### config.mk
export PLATFORM = sky130hd
export DESIGN_NAME = cpu_if
export DESIGN_NICKNAME = d
export VERILOG_FILES = /design/src/rtl/cpu_if.sv
export SDC_FILE = /design/constraint.sdc
export NUM_CORES = 1
export LEC_CHECK = 0
export CORE_AREA = 4 4 156 120
export DETAILED_ROUTE_END_ITERATION = 16
export DIE_AREA = 0 0 160 124
export PLACE_DENSITY = 0.85
export SKIP_LAST_GASP = 1
export SLEW_MARGIN = 20
export SYNTH_ARGS = -nofsm -noshare
export SYNTH_HDL_FRONTEND = slang
export SYNTH_SLANG_ARGS = --single-unit
export TNS_END_PERCENT = 1
### constraint.sdc
create_clock -name clk -period 14.29 [get_ports clk]
set_input_delay 2.858 -clock clk [delete_from_list [all_inputs] [get_ports clk]]
set_output_delay 2.858 -clock clk [all_outputs]
set_load 0.02 [all_outputs]
### src/rtl/cpu_if.sv
// cpu_if -- instruction fetch stage.
//
// Owns the program counter, issues word fetches on a req/ack instruction
// memory port and loads the IF/ID pipeline register consumed by decode.
// A one-entry buffer keeps a word that arrives while decode is stalled.
// A drain state lets an in-flight request finish after a redirect, so no
// request is ever withdrawn.
//
// Ports:
//   clk, rst           clock; asynchronous active-high reset
//   stall              decode cannot accept; hold IF/ID
//   c_j, j_target      jump redirect resolved in decode
//   c_b_taken,b_target taken-branch redirect resolved in execute (wins over c_j)
//   im_req, im_addr    instruction-memory request and word address
//   im_ack, im_rdata   request completion and returned word (same cycle allowed)
//   if_pc, if_inst     IF/ID register: PC and instruction
//   if_valid           IF/ID register holds a real instruction, not a bubble
module cpu_if #(
  parameter logic [31:0] RESET_PC = 32'h0000_0000,
  parameter logic [31:0] NOP_INST = 32'h0000_0000
) (
  input  logic        clk,
  input  logic        rst,
  input  logic        stall,
  input  logic        c_j,
  input  logic [31:0] j_target,
  input  logic        c_b_taken,
  input  logic [31:0] b_target,
  output logic        im_req,
  output logic [31:0] im_addr,
  input  logic        im_ack,
  input  logic [31:0] im_rdata,
  output logic [31:0] if_pc,
  output logic [31:0] if_inst,
  output logic        if_valid
);

  typedef enum logic [1:0] {
    S_REQ,    // requesting the word at pc
    S_FULL,   // word buffered while decode stalls; no request
    S_DRAIN   // finishing an abandoned request at drain_addr
  } state_t;

  localparam logic [31:0] RESET_PC_W = {RESET_PC[31:2], 2'b00};

  state_t      state;
  logic [31:0] pc;
  logic [31:0] drain_addr;
  logic [31:0] buf_pc;
  logic [31:0] buf_inst;

  logic        redirect;
  logic [31:0] target;

  // The branch is the older instruction, so it overrides a same-cycle jump.
  assign redirect = c_b_taken | c_j;
  assign target   = c_b_taken ? {b_target[31:2], 2'b00} : {j_target[31:2], 2'b00};

  // Port outputs decode only registered state, so im_addr cannot move while
  // a request waits for its ack.
  assign im_req  = (state != S_FULL);
  assign im_addr = (state == S_DRAIN) ? drain_addr : pc;

  // NOTE: every register here is written with <= so all updates in this
  // block see the pre-edge values of pc, state and the buffer.
  always_ff @(posedge clk or posedge rst) begin
    if (rst) begin
      state      <= S_REQ;
      pc         <= RESET_PC_W;
      drain_addr <= '0;
      buf_pc     <= '0;
      buf_inst   <= '0;
      if_pc      <= '0;
      if_inst    <= NOP_INST;
      if_valid   <= 1'b0;
    end else begin
      case (state)
        S_REQ: begin
          if (redirect) begin
            // Redirect beats stall: the wrong-path word (if any) is dropped
            // and a bubble goes to decode.
            pc       <= target;
            if_valid <= 1'b0;
            if_inst  <= NOP_INST;
            if (!im_ack) begin
              drain_addr <= pc;
              state      <= S_DRAIN;
            end
          end else if (im_ack) begin
            pc <= pc + 32'd4;
            if (stall) begin
              buf_pc   <= pc;
              buf_inst <= im_rdata;
              state    <= S_FULL;
            end else begin
              if_pc    <= pc;
              if_inst  <= im_rdata;
              if_valid <= 1'b1;
            end
          end else if (!stall) begin
            if_valid <= 1'b0;
            if_inst  <= NOP_INST;
          end
        end

        S_FULL: begin
          if (redirect) begin
            pc       <= target;
            if_valid <= 1'b0;
            if_inst  <= NOP_INST;
            state    <= S_REQ;
          end else if (!stall) begin
            if_pc    <= buf_pc;
            if_inst  <= buf_inst;
            if_valid <= 1'b1;
            state    <= S_REQ;
          end
        end

        S_DRAIN: begin
          // pc already holds the redirect target; a newer redirect replaces it.
          if (redirect) begin
            pc <= target;
          end
          if (im_ack) begin
            state <= S_REQ;
          end
          if (redirect || !stall) begin
            if_valid <= 1'b0;
            if_inst  <= NOP_INST;
          end
        end

        default: state <= S_REQ;
      endcase
    end
  end

endmodule

==> impl_metrics.py <==
metrics = {
    "status": {
        "outcome": "completed",
    },
    "cts": {
        "cts_inserted_buffers": 17,
        "cts_tree": "yes",
        "holdBufCountCts": 0,
        "cts_setup_buffers": 0,
        "root_buffer": "clkbuf_16",
        "clk_pin_slew_ps": 70,
        "clk_latency_ps": 430,
        "cts_buffer_depth": 2,
        "clock-sinks": 187,
        "ctsResizeCount": 0,
        "cts.htree.levels": 4,
    },
    "placement": {
        "routabilityCongestion": 0.867,
        "dp_hpwl_um": 16200,
        "dp_slack_ps": 8560,
        "portBuffers": 191,
    },
    "synthesis": {
        "synth_top_area_frac": 0.500,
        "synth_ff_type": "dfrtp_1",
        "avgSynthCellArea_um2": 10.9,
        "yosysSeqAreaShare": 0.500,
        "yosysUniqueCellTypes": 69,
        "ys_seq_elements": 187,
        "synthArstFlopShare": 1.00,
        "netlist_instances": 855,
        "synth_edf_count": 0,
        "yosysWarnings": 0,
        "synth_area_leader_cell": "dfrtp_1",
        "synth_area_um2": 9360,
        "synthTopCellsByArea": "dfrtp_1 (50%), mux2_1 (11%), a21oi_1 (4.4%), mux2i_1 (4.3%), mux2_2 (4.1%)",
    },
    "global_routing": {
        "grt_pass1_wl_um": 39200,
        "grt_remaining_overflow": 0,
        "grt_max_degree": 128,
        "grt_pass1_vias": 7524,
        "grt_usage": 0.248,
        "antenna_found_initial": 0,
    },
    "timing": {
        "finalSetupViolations": 0,
        "layout_min_cycle_time_ps": 5670,
        "fmax_ghz": 0.176,
        "rsz0062_at_grt": "no",
        "fin_setup_tns_ps": 0,
        "max_slew_margin": 0.240,
        "maxSlewViolCount": 0,
        "hold_violations": 0,
        "fin_skew_ps": 13.4,
        "tightest_slew_ps": 1140,
        "fin_ws_ps": 8620,
        "fin_crit_sh": 0.397,
    },
    "routing": {
        "ant_nets": 0,
        "wirelength_met1_um": 10700,
        "routed-wl-met3_um": 1740,
        "drc": 0,
        "routed_wl_um": 24400,
        "vias": 7486,
        "firstDrtPassIters": 6,
        "wl_per_cell_um": 19.9,
        "drt_iter0_markers": 583,
        "dr_wl_met2_um": 11400,
        "top_layer_used": "met4",
        "via_per_inst": 6.10,
    },
    "worst_setup_path": {
        "critPathBufInv": 2,
        "crit_arrival_ps": 2820,
        "endpoint_kind": "output pin",
        "crit_chain": "inv_1 > ha_2 > mux2_2 > clkdlybuf4s50_1",
        "crit_fanout": 40,
        "critPathRequiredTime_ps": 11430,
        "cp_slowest_cell": "ha_2",
        "critical_path.startpoint_type": "flop",
        "critical_path.top_delay_family": "adder cells",
        "critPathMaxStageDelay_ps": 850,
        "worst-setup-path-type": "flop to output pin",
    },
    "power_and_ir_drop": {
        "irDropWorstVdd_uv": 155,
        "powerDensity_nw_per_um2": 231,
        "power.leakage_nw": 4.81,
    },
    "floorplan": {
        "rows": 42,
        "die_area_um2": 19800,
        "die_w_um": 160,
        "fp.dieH_um": 124,
        "start_util": 0.540,
        "fp.coreArea_um2": 17300,
        "io-pin-count": 200,
    },
    "final_layout": {
        "final_cell_mix": "clkdlybuf4s50_1 (190), dfrtp_1 (187), mux2_1 (90), nor2_1 (84), a21oi_1 (82)",
        "final_common_cell": "clkdlybuf4s50_1",
        "fin_nets": 1102,
        "drive_above_1_share": 0.0992,
        "syn_to_final_growth_pct": 26.2,
        "num_antenna_cells": 0,
    },
    "worst_hold_path": {
        "hold_path_class": "flop to flop",
    },
    "flow_run": {
        "max_cap_violations": 0,
    },
}
[synthesized netlist by cell type (4+ instances only)]
master    number
o22ai_1        4
o21ai_0       16
nor2_1        84
a311oi_1      12
or3_1          4
mux2_1        90
dfrtp_1      187
nor3_1         8
clkbuf_1      27
a31oi_1        9
nand4_1        8
a211oi_1      10
o211ai_1       4
or2_2          5
nor2b_1        4
inv_1         12
mux2_2        34
and3_1        11
nand3_1       11
and2_1         5
buf_4         12
nand2_1       29
ha_1           5
mux2i_1       40
o22a_1         8
o32ai_1        5
a21oi_1       82
and4_1         4
buf_2         40
a22oi_1       33
[through the flow]
stage	hold slack, ps	power [mW]	instance area [µm²]	instances	utilization
after floorplan	452	1.77	9370	858	-
after global placement	461	2.22	11200	1196	0.649
after detailed placement	468	2.27	11200	1196	0.649
after CTS	484	2.74	11800	1228	0.681
after global routing	494	2.89	11800	1228	0.681
final	482	2.73	11800	1228	0.681
[where the power goes]
group / switching (mW) / internal, mW
logic: 0.673 / 0.601
registers: 0.214 / 0.789
clock network: 0.210 / 0.240
[kinds of logic (layout without fill, tap and decap cells)]
kind of cell | count (synthesis) | in the layout | share of synthesized area
AOI/OAI and AO/OA | 210 | 210 | 0.149
and+or+nand+nor | 191 | 191 | 0.101
DFF | 187 | 187 | 0.500
muxes | 164 | 164 | 0.192
buffers and inverters | 97 | 247 | 0.0509
adders and majority gates | 5 | 5 | 0.00668
other | 1 | 4 | 0.000401
[flip-flops by register name, summed over array words and instances, names as in the netlist]
signal	cells
if_valid	1
if_pc	30
buf_pc	30
buf_inst	32
pc	30
if_inst	32
drain_addr	30
state	2
[per-layer routing]
metal	vias up	global-route usage
li1	3382	-
met1	3745	0.331
met2	316	0.397
met3	43	0.0609
met4	0	0.0983
met5	-	0
[final timing paths]
path | start | depth (start not counted) | slack [ps] | end
setup / recovery | state[0] | 4 | 8620 | im_addr[31]
hold / removal | drain_addr[15] | 1 | 480 | drain_addr[15]
setup reg to reg | state[0] | 6 | 11150 | if_inst[6]
hold reg to reg | drain_addr[15] | 1 | 480 | drain_addr[15]
max in group asynchronous | rst | 3 | 9910 | pc[30]
min in group asynchronous | rst | 2 | 3010 | if_inst[15]
[layout make-up]
class	count	area (µm²)
inverters	12	52.6
fillers	1342	5530
repair buffers	203	2000
multi-input cells	574	4250
clock buffers	22	474
clock inverters	10	81.3
flip-flops and latches	187	4680
well taps	220	275
Power figures use the tool's default switching activity.
